## config.mk

```make
export PLATFORM = sky130hd
export DESIGN_NAME = branch_predictor_gshare
export DESIGN_NICKNAME = d
export VERILOG_FILES = /design/src/rtl/bp_pkg.sv /design/src/rtl/bp_sat_counter_next.sv /design/src/rtl/branch_predictor_gshare.sv
export SDC_FILE = /design/constraint.sdc
export NUM_CORES = 1
export LEC_CHECK = 0
export ABC_AREA = 1
export BUFFER_PORTS_ARGS = -buffer_cell sky130_fd_sc_hd__buf_2
export CAP_MARGIN = 20
export CORE_AREA = 2 2 124 126
export DETAILED_ROUTE_END_ITERATION = 12
export DIE_AREA = 0 0 126 128
export GPL_TIMING_DRIVEN = 0
export HOLD_SLACK_MARGIN = 0.05
export PLACE_DENSITY = 0.79
export SLEW_MARGIN = 20
export SYNTH_ARGS = -nofsm -noshare
export SYNTH_HDL_FRONTEND = slang
export SYNTH_SLANG_ARGS = --single-unit
```

## constraint.sdc

```tcl
create_clock -name clk -period 2.5 [get_ports clk]
set_input_delay 0.125 -clock clk [delete_from_list [all_inputs] [get_ports clk]]
set_output_delay 0.125 -clock clk [all_outputs]
set_load 0.02 [all_outputs]
```

## src/rtl/bp_pkg.sv

```systemverilog
// Shared definitions for the gshare/bimodal branch predictor.
//   DEPTH / CNT_MAX : table geometry for the default configuration
//   bp_depth        : table depth for a given index width
//   bp_cnt_max      : saturation ceiling for a given counter width
//   bp_hash         : index fold (addr XOR zero-extended history, or addr alone)
//   bp_sat_next     : saturating up/down counter step
package bp_pkg;

  localparam int IDX_W_DEF = 5;
  localparam int CNT_W_DEF = 2;
  localparam int DEPTH     = 2**IDX_W_DEF;
  localparam int CNT_MAX   = 2**CNT_W_DEF - 1;

  function automatic int bp_depth(input int idx_w);
    return 1 << idx_w;
  endfunction

  function automatic int bp_cnt_max(input int cnt_w);
    return (1 << cnt_w) - 1;
  endfunction

  // ghr arrives zero-extended, so history only perturbs the low GHR_W bits.
  function automatic logic [31:0] bp_hash(input logic [31:0] addr,
                                          input logic [31:0] ghr,
                                          input logic        gshare);
    return gshare ? (addr ^ ghr) : addr;
  endfunction

  // Operates on a wide container; callers cast back to their own width and
  // pass their own all-ones value as the ceiling.
  function automatic logic [63:0] bp_sat_next(input logic [63:0] cnt,
                                              input logic [63:0] cmax,
                                              input logic        taken);
    if (taken) return (cnt == cmax)  ? cnt : cnt + 64'd1;
    else       return (cnt == 64'd0) ? cnt : cnt - 64'd1;
  endfunction

endpackage

```

## src/rtl/bp_sat_counter_next.sv

```systemverilog
// Combinational saturating counter step.
//   cnt   : current value (W bits)
//   taken : 1 = increment toward all-ones, 0 = decrement toward zero
//   nxt   : next value
// Used for predictor table entries and, with taken tied high, for the
// saturating performance counters.
module bp_sat_counter_next
  import bp_pkg::*;
#(
  parameter int W = 2
) (
  input  logic [W-1:0] cnt,
  input  logic         taken,
  output logic [W-1:0] nxt
);

  if (W < 1 || W > 64) begin : g_bad_w
    $error("bp_sat_counter_next: W must be 1..64");
  end

  localparam logic [63:0] CMAX = (W >= 64) ? {64{1'b1}} : ((64'd1 << W) - 64'd1);

  assign nxt = W'(bp_sat_next(64'(cnt), CMAX, taken));

endmodule

```

## src/rtl/branch_predictor_gshare.sv

```systemverilog
// Branch direction predictor: table of CNT_W-bit saturating counters indexed
// by PC bits, optionally XORed with a non-speculative global history (gshare).
//   clk, arst_n        : clock, synchronous active-low reset
//   rd_addr            : PC index bits at fetch
//   prediction         : combinational, counter MSB of the selected entry
//   pred_ghr           : history used for this prediction, returned at resolve
//   upd_en/addr/ghr    : resolution strobe, PC bits and prediction-time history
//   upd_taken/upd_pred : actual outcome and issued prediction
//   perf_updates       : saturating count of resolutions
//   perf_mispred       : saturating count of resolutions with upd_pred != upd_taken
module branch_predictor_gshare
  import bp_pkg::*;
#(
  parameter int IDX_W    = 5,
  parameter int CNT_W    = 2,
  parameter int GHR_W    = 5,
  parameter int GSHARE   = 1,
  parameter int INIT_CNT = 1,
  parameter int PERF_W   = 32
) (
  input  logic              clk,
  input  logic              arst_n,
  input  logic [IDX_W-1:0]  rd_addr,
  output logic              prediction,
  output logic [GHR_W-1:0]  pred_ghr,
  input  logic              upd_en,
  input  logic [IDX_W-1:0]  upd_addr,
  input  logic [GHR_W-1:0]  upd_ghr,
  input  logic              upd_taken,
  input  logic              upd_pred,
  output logic [PERF_W-1:0] perf_updates,
  output logic [PERF_W-1:0] perf_mispred
);

  if (IDX_W < 1 || IDX_W > 20) begin : g_bad_idx
    $error("branch_predictor_gshare: IDX_W out of range");
  end
  if (CNT_W < 1 || CNT_W > 30) begin : g_bad_cnt
    $error("branch_predictor_gshare: CNT_W out of range");
  end
  if (GHR_W < 1 || GHR_W > IDX_W) begin : g_bad_ghr
    $error("branch_predictor_gshare: GHR_W must be 1..IDX_W");
  end
  if (INIT_CNT < 0 || INIT_CNT > bp_cnt_max(CNT_W)) begin : g_bad_init
    $error("branch_predictor_gshare: INIT_CNT out of range");
  end
  if (PERF_W < 1 || PERF_W > 64) begin : g_bad_perf
    $error("branch_predictor_gshare: PERF_W must be 1..64");
  end

  localparam int               TBL_DEPTH = bp_depth(IDX_W);
  localparam logic [CNT_W-1:0] INIT_V    = CNT_W'(INIT_CNT);
  localparam logic             HASH_EN   = (GSHARE != 0);

  logic [TBL_DEPTH-1:0][CNT_W-1:0] tbl;
  logic [TBL_DEPTH-1:0][CNT_W-1:0] tbl_nxt;
  logic [GHR_W-1:0]                ghr, ghr_nxt;
  logic [IDX_W-1:0]                rd_idx, upd_idx;
  logic [PERF_W-1:0]               upd_cnt_nxt, mis_cnt_nxt;
  logic                            mispred;

  assign rd_idx  = IDX_W'(bp_hash(32'(rd_addr),  32'(ghr),     HASH_EN));
  assign upd_idx = IDX_W'(bp_hash(32'(upd_addr), 32'(upd_ghr), HASH_EN));

  // Read side sees registered state only: a same-cycle update to the same
  // entry is not forwarded.
  assign prediction = tbl[rd_idx][CNT_W-1];
  assign pred_ghr   = ghr;
  assign mispred    = upd_pred ^ upd_taken;

  // One next-value stage per entry; the write decode picks the resolved one.
  for (genvar g = 0; g < TBL_DEPTH; g++) begin : g_ent
    bp_sat_counter_next #(.W(CNT_W)) u_cnt (
      .cnt   (tbl[g]),
      .taken (upd_taken),
      .nxt   (tbl_nxt[g])
    );
  end

  if (GHR_W == 1) begin : g_ghr1
    assign ghr_nxt = upd_taken;
  end else begin : g_ghrn
    assign ghr_nxt = {ghr[GHR_W-2:0], upd_taken};
  end

  bp_sat_counter_next #(.W(PERF_W)) u_perf_upd (
    .cnt   (perf_updates),
    .taken (1'b1),
    .nxt   (upd_cnt_nxt)
  );

  bp_sat_counter_next #(.W(PERF_W)) u_perf_mis (
    .cnt   (perf_mispred),
    .taken (1'b1),
    .nxt   (mis_cnt_nxt)
  );

  // Reset takes priority over a coincident update, which is dropped.
  always_ff @(posedge clk) begin
    if (!arst_n) begin
      tbl          <= {TBL_DEPTH{INIT_V}};
      ghr          <= '0;
      perf_updates <= '0;
      perf_mispred <= '0;
    end else if (upd_en) begin
      tbl[upd_idx] <= tbl_nxt[upd_idx];
      ghr          <= ghr_nxt;
      perf_updates <= upd_cnt_nxt;
      if (mispred) perf_mispred <= mis_cnt_nxt;
    end
  end

endmodule

```

==> flow_summary.ini, run 1 <==
[outcome]
status = finished, final reports clean

[job]
maxCapViolations = 0

[routing]
final_antenna_net_count = 0
vias = 9726
viasPerCell = 5.48
drtIter0Drc = 1010
first_pass_iters = 6
wire_per_inst_um = 15.3
drc = 0
wl_mm = 27.2

[place]
port_buffers = 87
gp_congestion = 0.974
dp_slack_ns = -0.127
hpwl_mm = 19.5

[min_path]
hold_path.startpoint = arst_n
whs_endpoint = pred_ghr[0]
hold_depth = 3
min_path_type = in2reg

[setup_path]
cpLargestDelayFamily = buffers and inverters
rr_startpoint = perf_updates[0]
cp.required_ns = 2.38
r2r_cells = 10
path_max_fanout = 9
path_buf_inv = 2
endpoint_kind = output pin
arrival_ns = 2.27
cpMostUsedCell = nand3_1
start_kind = flop
path_cells = xnor2_4, inv_1, o211ai_1, nand3_1, nand3_1, nand2_1, o21a_1, buf_2
cp_slowest_cell = dfxtp_1
crit-reg2reg-capture = perf_updates[1]
worstSetupPathType = reg2out
cpPeakStageDelay_ns = 0.39
rrSetupSlack_ns = 0.24

[power]
p_leak_nw = 4.59
clock_power_share_pct = 47.6
p_per_area_nw_per_um2 = 554
p_total_mw = 5.52
p_sw_mw = 1.50
power.share.switching_pct = 27.2
combPwrFrac_pct = 13.0
ir_worst_vdd_mv = 0.472
p_seq_share_pct = 39.4
p_int_mw = 4.02

[clocking]
cts.sinks = 133
clock_latency_ns = 0.43
h-tree-depth = 4
path_clk_slew_ns = 0.06
cts_buffers = 17
cts-root-buf = clkbuf_16
clockBufferDepth = 2
cts_tree = built
cts_hold_buf = 0

[floorplanning]
dieWidth_um = 126
std_cell_rows = 45
initial_core_util_pct = 58.2
die-area_um2 = 16100
pin_count = 90
coreArea_um2 = 14900
die_h_um = 128

[timing]
fin_skew_ns = 0.00879
max_slew_margin_pct = 54.5
tightestPinTransition_ns = 0.682
setup_viol = 0
period_needed_ns = 2.39
fin_ws_ns = 0.105
max_freq_mhz = 418
post-route-period-util_pct = 95.8
whs_ns = 0.153
hold_viol = 0
setup-tns-final_ns = 0
drv_slew = 0
rsz0062_at_grt = no

[final_layout]
final_nets = 1595
n_antenna_cell = 0
final_cell_mix = nand2_1, nor2_1, inv_1
seqCellArea_um2 = 2660
fillers = 1475
layout-drive-gt1-share_pct = 10.8
final_common_cell = nand2_1
syn_to_final_growth_pct = 15.2
multi_input_area_um2 = 5090

[global_route]
grt_pass1_vias = 8744
grt_antenna_before_repair = 0
grt_start_max_net_pins = 17
track_usage_pct = 33.7
grt_pass1_wl_mm = 43.2
grt-ovfl-total = 0

[synth]
synth_warnings = 0
avgSynthCellArea_um2 = 5.90
synth_area_leaders = dfxtp_1, nand2_1, nor2_1, inv_1, a21oi_1
ys_ff_latch = 133
yosysTopAreaCellShare_pct = 30.8
synthCells = 1468
synth_fp_nets = 1490
ys_types = 36
yosysSeqAreaShare_pct = 30.8
synth.cell_area_um2 = 8660
synth_top_area_cell = dfxtp_1
## cell type report
| class | instances | area share [%] |
|---|---|---|
| sequential | 133 | 26.7 |
| clock buffer | 24 | 4.93 |
| clock inverter | 8 | 1.22 |
| buffer | 48 | 3.02 |
| multi-input combinational | 1117 | 51.0 |
| timing repair buffer | 87 | 4.37 |
| inverter | 169 | 6.41 |
| tap | 188 | 2.36 |
## Yosys cell counts, drive strengths merged
cell type  count
a211oi         1
a21boi        15
a21oi        116
and2           1
buf           29
clkbuf        20
clkinv         2
dfxtp        133
ha             2
inv          167
nand2        501
nand3         87
nand3b         1
nand4         19
nor2         241
nor3          34
nor3b          4
o211ai        15
o21a           2
o21ai         21
or2            4
xnor2         25
xor2          28
## state kept, by name, summed over array words and instances, names as in the netlist
signal,cells
tbl,64
pred_ghr,5
perf_mispred,32
perf_updates,32
## cells by family (layout without fill, tap and decap cells)
family / count (synthesis) / count (layout) / synth area share, %
compound gates: 170 / 170 / 10.8
fa+ha+maj: 2 / 2 / 0.289
simple gates: 892 / 892 / 41.9
buf+inv: 218 / 336 / 10.8
flops: 133 / 133 / 30.8
xor+xnor: 53 / 53 / 5.36
## worst max path at each step
stage | to | startpoint | cells past startpoint | slack (ns)
2_1_floorplan | perf_mispred[22] | perf_mispred[0] | 10 | 0.59
3_3_place_gp | prediction | pred_ghr[1] | 8 | -0.15
3_5_place_dp | prediction | pred_ghr[1] | 8 | -0.13
4_1_cts | prediction | pred_ghr[1] | 8 | 0.09
5_1_grt | perf_updates[1] | perf_updates[0] | 10 | 0.004
6_report | prediction | pred_ghr[1] | 8 | 0.11
## power by group through the flow
| stage | clock, mW | sequential (mW) | combinational (mW) |
|---|---|---|---|
| global placement | 0 | 2.22 | 0.679 |
| finish | 2.63 | 2.18 | 0.716 |
| detailed placement | 0 | 2.22 | 0.686 |
| global route | 2.72 | 2.18 | 0.769 |
| floorplan | 0 | 2.23 | 0.448 |
| CTS | 2.63 | 2.18 | 0.695 |
## per-layer routing
metal | GRT usage [%] | routed length [um] | vias to the layer above
met1 | 44.4 | 11700 | 4393
met2 | 54.4 | 12000 | 445
met3 | 7.80 | 2730 | 84
li1 | - | - | 4804
met4 | 12.2 | 748 | 0
met5 | 0 | 0 | -
## worst min-delay path: cells and delay by family
kind                   cells  cell delay [ns]
AO/OA/AOI/OAI              2             0.19
buffers and inverters      1             0.23
## repair_timing
item / in CTS / in global routing
resized for setup: 5 / 9
endpoints found under the setup margin: 1 / 12
setup buffers: 0 / 0
pin swaps: 0 / 1
## per-stage QoR
step / instance area [um^2] / std cells / util (%)
global route: 9970 / 1774 / 67.1
global placement: 9330 / 1743 / 62.7
finish: 9970 / 1774 / 67.1
CTS: 9970 / 1774 / 67.0
floorplan: 8660 / 1468 / -
detailed placement: 9330 / 1743 / 62.7
(Power assumes the default switching activity.)
==> run 2: changes to the inputs <==
--- a/config.mk
+++ b/config.mk
@@ -8,12 +8,12 @@
 export ABC_AREA = 1
 export BUFFER_PORTS_ARGS = -buffer_cell sky130_fd_sc_hd__buf_2
 export CAP_MARGIN = 20
-export CORE_AREA = 2 2 124 126
+export CORE_AREA = 2 2 130 132
 export DETAILED_ROUTE_END_ITERATION = 12
-export DIE_AREA = 0 0 126 128
+export DIE_AREA = 0 0 132 134
 export GPL_TIMING_DRIVEN = 0
 export HOLD_SLACK_MARGIN = 0.05
-export PLACE_DENSITY = 0.79
+export PLACE_DENSITY = 0.76
 export SLEW_MARGIN = 20
 export SYNTH_ARGS = -nofsm -noshare
 export SYNTH_HDL_FRONTEND = slang
==> constraint.sdc (replaced) <==
create_clock -name clk -period 2.1 [get_ports clk]
set_input_delay 0.105 -clock clk [delete_from_list [all_inputs] [get_ports clk]]
set_output_delay 0.105 -clock clk [all_outputs]
set_load 0.02 [all_outputs]
==> flow_summary.ini, run 2 (same netlist as run 1, synthesis figures left out) <==
[final_layout]
syn_to_final_growth_pct = 18.4
final_nets = 1604
regMostFlops = tbl
final_cell_area_um2 = 10200
n_antenna_cell = 0
largest_reg_flops = 64
final_cell_mix = nand2_1, nor2_1, inv_1
layout-drive-gt1-share_pct = 12.6
reg_top3 = tbl (64), perf_mispred (32), perf_updates (32)
final_common_cell = nand2_1

[floorplanning]
coreArea_um2 = 16300
dieWidth_um = 132
std_cell_rows = 47
die_h_um = 134
die-area_um2 = 17700
initial_core_util_pct = 53.1
pin_count = 90

[routing]
drc = 0
viasPerCell = 5.38
first_pass_iters = 5
final_antenna_net_count = 0
wl_mm = 27.8
drtIter0Drc = 950
vias = 9759
wire_per_inst_um = 15.3

[timing]
drv_slew = 0
max_slew_margin_pct = 57.0
period_needed_ns = 2.10
fin_skew_ns = 0.00709
tightestPinTransition_ns = 0.645
setup-tns-final_ns = 0
max_freq_mhz = 477
rsz0062_at_grt = yes
hold_viol = 0
setup_viol = 0
post-route-period-util_pct = 99.9
whs_ns = 0.150

[place]
postPlaceCellArea_um2 = 9370
port_buffers = 87
hpwl_mm = 19.7
gp_congestion = 0.965

[clocking]
cts.sinks = 133
clockBufferDepth = 2
cts_tree = built
cts-root-buf = clkbuf_16
cts_buffers = 17
clock_latency_ns = 0.43
path_clk_slew_ns = 0.06
h-tree-depth = 4

[setup_path]
path_buf_inv = 2
cpMostUsedCell = nand3_1
cpPeakStageDelay_ns = 0.37
path_max_fanout = 8
start_kind = flop
cp_slowest_cell = dfxtp_2
cpLargestDelayFamily = flip-flops
path_cells = xnor2_4, buf_6, o211ai_1, nand3_1, nand3_1, nand3_1, o21a_1, buf_6
cp.required_ns = 2.00
endpoint_kind = output pin
arrival_ns = 1.99
worstSetupPathType = reg2out

[outcome]
status = finished, final reports clean

[power]
ir_worst_vdd_mv = 0.658
p_total_mw = 6.55
p_per_area_nw_per_um2 = 640
p_leak_nw = 4.67

[global_route]
grt_start_max_net_pins = 17
grt-ovfl-total = 0
track_usage_pct = 30.9
grt_pass1_vias = 8633
grt_pass1_wl_mm = 43.7
grt_antenna_before_repair = 0

[job]
maxCapViolations = 0

[min_path]
min_path_type = in2reg
run 2: changes by cell type in the layout (fill, tap and decap cells not counted), moves of 3 or more:
cell and change:
dfxtp_1 -7, dfxtp_2 +6, nand2_1 -5, clkinv_4 +4, buf_4 +3, nand2_4 +3
run 2: final timing paths:
path | startpoint | endpoint | slack [ns] | depth (start not counted)
worst min register to register | tbl[30] | tbl[30] | 0.48 | 2
worst max-delay path | pred_ghr[1] | prediction | 0.002 | 8
worst min-delay path | arst_n | pred_ghr[2] | 0.15 | 3
worst max register to register | perf_mispred[1] | perf_mispred[13] | 0.15 | 10
run 2: power by group:
part	internal, mW	switching (mW)	leakage [nW]
Clock	1.84	1.18	0.293
Sequential	2.56	0.0369	1.08
Combinational	0.299	0.633	3.30
Total	4.70	1.85	4.67
run 2: final cells by class:
type / instances / area, um^2
Timing Repair Buffer: 95 / 553
Tap cell: 220 / 275
Inverter: 169 / 642
Buffer: 49 / 324
Sequential cell: 133 / 2680
Clock inverter: 11 / 126
Fill cell: 1594 / 6040
Clock buffer: 21 / 470
Multi-Input combinational cell: 1117 / 5180
run 2: per-layer routing:
layer	up-vias	track usage, %	share of wire (%)
li1	4822	-	-
met1	4449	41.9	43
met2	410	49.0	45
met3	78	5.25	9.5
met4	0	12.3	2.9
met5	-	0	0
run 2: what timing repair did:
action,in CTS,in global routing
cloned,0,2
setup endpoints to repair,28,59
buffers inserted,3,3
resized for setup,22,28
hold buffers,0,0
pin swaps,3,8
run 2: worst reg2reg max path: stages (launching register included):
cell     delay, ns
dfxtp_1       0.42
ha_4          0.19
nand3_2       0.11
or2_4         0.30
nor2_4        0.10
nand2_1       0.10
nand3_2       0.10
buf_4         0.18
buf_6         0.16
nand2_1       0.06
a21oi_1       0.15
run 2: per-stage QoR:
stage	setup WS [ns]	util, %	std cells
4_1_cts	0.0120	61.9	1810
3_3_place_gp	-0.484	57.5	1775
5_1_grt	-0.0522	62.9	1815
3_5_place_dp	-0.524	57.5	1775
6_report	0.00160	62.9	1815
2_1_floorplan	0.194	-	1468
==> run 3: changes to the inputs <==
--- a/config.mk
+++ b/config.mk
@@ -8,13 +8,14 @@
 export ABC_AREA = 1
 export BUFFER_PORTS_ARGS = -buffer_cell sky130_fd_sc_hd__buf_2
 export CAP_MARGIN = 20
-export CORE_AREA = 2 2 130 132
+export CORE_AREA = 2 2 153 155
 export DETAILED_ROUTE_END_ITERATION = 12
-export DIE_AREA = 0 0 132 134
+export DIE_AREA = 0 0 155 157
 export GPL_TIMING_DRIVEN = 0
 export HOLD_SLACK_MARGIN = 0.05
-export PLACE_DENSITY = 0.76
+export PLACE_DENSITY = 0.74
 export SLEW_MARGIN = 20
 export SYNTH_ARGS = -nofsm -noshare
 export SYNTH_HDL_FRONTEND = slang
+export SYNTH_HIERARCHICAL = 1
 export SYNTH_SLANG_ARGS = --single-unit
==> constraint.sdc (replaced) <==
create_clock -name clk -period 2.1 [get_ports clk]
set_input_delay 0.105 -clock clk [delete_from_list [all_inputs] [get_ports clk]]
set_output_delay 0.105 -clock clk [all_outputs]
set_load 0.01 [all_outputs]
==> flow_summary.ini, run 3 <==
[final_layout]
regMostFlops = tbl
layout-drive-gt1-share_pct = 12.9
n_antenna_cell = 0
final_cell_count_no_fill = 2633
final_nets = 2361
final_cell_area_um2 = 13800
syn_to_final_growth_pct = 14.9
final_cell_mix = nand2_1, nor2_1, nand3_1
reg_top3 = tbl (64), perf_mispred (32), perf_updates (32)
final_common_cell = nand2_1
largest_reg_flops = 64
utilization_pct = 61.4

[synth]
synth_area_leaders = nand2_1, dfxtp_1, nor2_1, nand3_1, o21ai_0
synth_warnings = 6
synthTopCellsByCount = nand2_1, nor2_1, nand3_1
yosysSeqAreaShare_pct = 22.2
synth.cell_area_um2 = 12000
ys_ff_latch = 133
synthCells = 2213
synth_edf_count = 0
avgSynthCellArea_um2 = 5.43
synth_top_area_cell = nand2_1
yosysTopAreaCellShare_pct = 23.8
yosys_most_used_dff = dfxtp_1
synthArstFlopShare_pct = 0
ys_types = 31
yosysMostFrequentCell = nand2_1

[setup_path]
arrival_ns = 2.04
crit-reg2reg-capture = perf_mispred[31]
worstSetupPathType = reg2out
cp_slowest_cell = dfxtp_4
r2r_cells = 11
cpLargestDelayFamily = compound AO/OA/AOI/OAI gates
path_buf_inv = 3
cpPeakStageDelay_ns = 0.43
path_cells = xor2_4, buf_12, o21ai_0, o211ai_1, nand3_1, nand2_1, inv_1, o21ai_1, buf_2
endpoint_kind = output pin
rrSetupSlack_ns = 0.13
path_max_fanout = 8
start_kind = flop
rr_startpoint = perf_mispred[20]
cp.required_ns = 2.00

[clocking]
cts_hold_buf = 0
cts.sinks = 133
clockBufferDepth = 2
h-tree-depth = 4
cts_buffers = 17
cts_tree = built
cts-root-buf = clkbuf_16
clock_latency_ns = 0.43
path_clk_slew_ns = 0.07

[routing]
drc = 0
viasPerCell = 5.66
final_antenna_net_count = 0
drtIter0Drc = 1542
wire_per_inst_um = 16.9
first_pass_iters = 6
wl_mm = 44.4
vias = 14902

[timing]
max_slew_margin_pct = 29.5
tightestPinTransition_ns = 1.05
post-route-period-util_pct = 102
drv_slew = 0
fin_ws_ns = -0.0401
fin_skew_ns = 0.0159
whs_ns = 0.166
max_freq_mhz = 467
setup_viol = 1
hold_viol = 0
rsz0062_at_grt = yes
period_needed_ns = 2.14

[min_path]
whs_endpoint = tbl[60]
min_path_type = in2reg
hold_depth = 4
hold_path.startpoint = arst_n

[power]
p_per_area_nw_per_um2 = 624
p_leak_nw = 7.12
ir_worst_vdd_mv = 0.471

[floorplanning]
dieWidth_um = 155
die-area_um2 = 24300
std_cell_rows = 55
die_h_um = 157
pin_count = 90
coreArea_um2 = 22500
initial_core_util_pct = 53.4

[global_route]
grt_start_max_net_pins = 85
track_usage_pct = 35.6
grt_antenna_before_repair = 0
grt_pass1_wl_mm = 68.2
grt-ovfl-total = 0
grt_pass1_vias = 13032

[outcome]
violations = setup timing
status = finished with violations

[place]
dp_cells = 2589
hpwl_mm = 32.5
gp_congestion = 0.985
port_buffers = 89
postPlaceCellArea_um2 = 12900

[job]
maxCapViolations = 0
==> run 3: cell types whose count changed after synthesis, sizes merged, moves of 13 or more <==
cell | before | now
a21boi | 15 | 0
a21oi | 116 | 34
buf | 29 | 47
clkbuf | 20 | 33
nand2 | 501 | 773
nand3 | 87 | 267
nor2 | 241 | 470
nor3 | 34 | 3
o21ai | 21 | 197
xnor2 | 25 | 8
==> run 3: per-layer routing <==
layer  routed length [um]  share of wire (%)  up-vias  track usage (%)
met1                18800                 42     6702             47.5
met4                 1850                4.2        0             17.2
li1                     -                  -     7317                -
met3                 4260                9.6      127             4.63
met2                19500                 44      756             57.2
met5                    0                  0        -                0
==> run 3: area by class of cell <==
| type | count | area (um^2) |
|---|---|---|
| multi-input combinational | 1840 | 8390 |
| clock buffer | 20 | 467 |
| timing repair buffer | 102 | 646 |
| tap | 285 | 357 |
| inverter | 161 | 607 |
| sequential | 133 | 2700 |
| fill | 2322 | 8690 |
| buffer | 80 | 507 |
| clock inverter | 12 | 133 |
==> run 3: cell families (layout without fill, tap and decap cells) <==
| family | after synthesis | in the layout | synth area share, % |
|---|---|---|---|
| buf+inv | 241 | 375 | 8.96 |
| flops | 133 | 133 | 22.2 |
| xor+xnor | 43 | 43 | 3.29 |
| fa+ha+maj | 6 | 6 | 0.625 |
| compound gates | 242 | 242 | 10.3 |
| other cells | 1 | 2 | 0.0312 |
| simple gates | 1547 | 1547 | 54.6 |
==> run 3: what timing repair did <==
action,4_1_cts,5_1_grt
endpoints found under the setup margin,59,59
buffers inserted,1,9
cloned,0,2
pin swaps,1,10
resized for setup,20,45
==> run 3: power breakdown <==
part	switching, mW	leakage (nW)	internal [mW]
Sequential	0.293	1.10	2.65
Clock	1.35	0.294	1.77
Combinational	1.70	5.73	0.849
==> run 3: worst max-delay path by stage <==
stage	end	depth (start not counted)	startpoint
after detailed placement	perf_mispred[14]	8	upd_taken
final	prediction	9	pred_ghr[1]
after global placement	perf_mispred[14]	7	upd_taken
after global routing	prediction	12	pred_ghr[0]
after floorplan	perf_mispred[28]	12	perf_mispred[1]
after CTS	prediction	11	pred_ghr[0]
==> run 3: through the flow <==
stage / worst slack [ns] / power (mW) / setup TNS [ns]
global placement: -1.12 / 5.26 / -61.33
global route: -0.126 / 9.02 / -0.148
CTS: -0.0805 / 8.44 / -0.0805
detailed placement: -0.396 / 5.30 / -15.45
finish: -0.0401 / 8.61 / -0.0401
floorplan: 0.308 / 4.53 / 0
==> run 3: worst min-delay path: cells and delay by family <==
kind / cells / cell delay (ns)
buffers and inverters: 2 / 0.25
and+or+nand+nor: 2 / 0.19
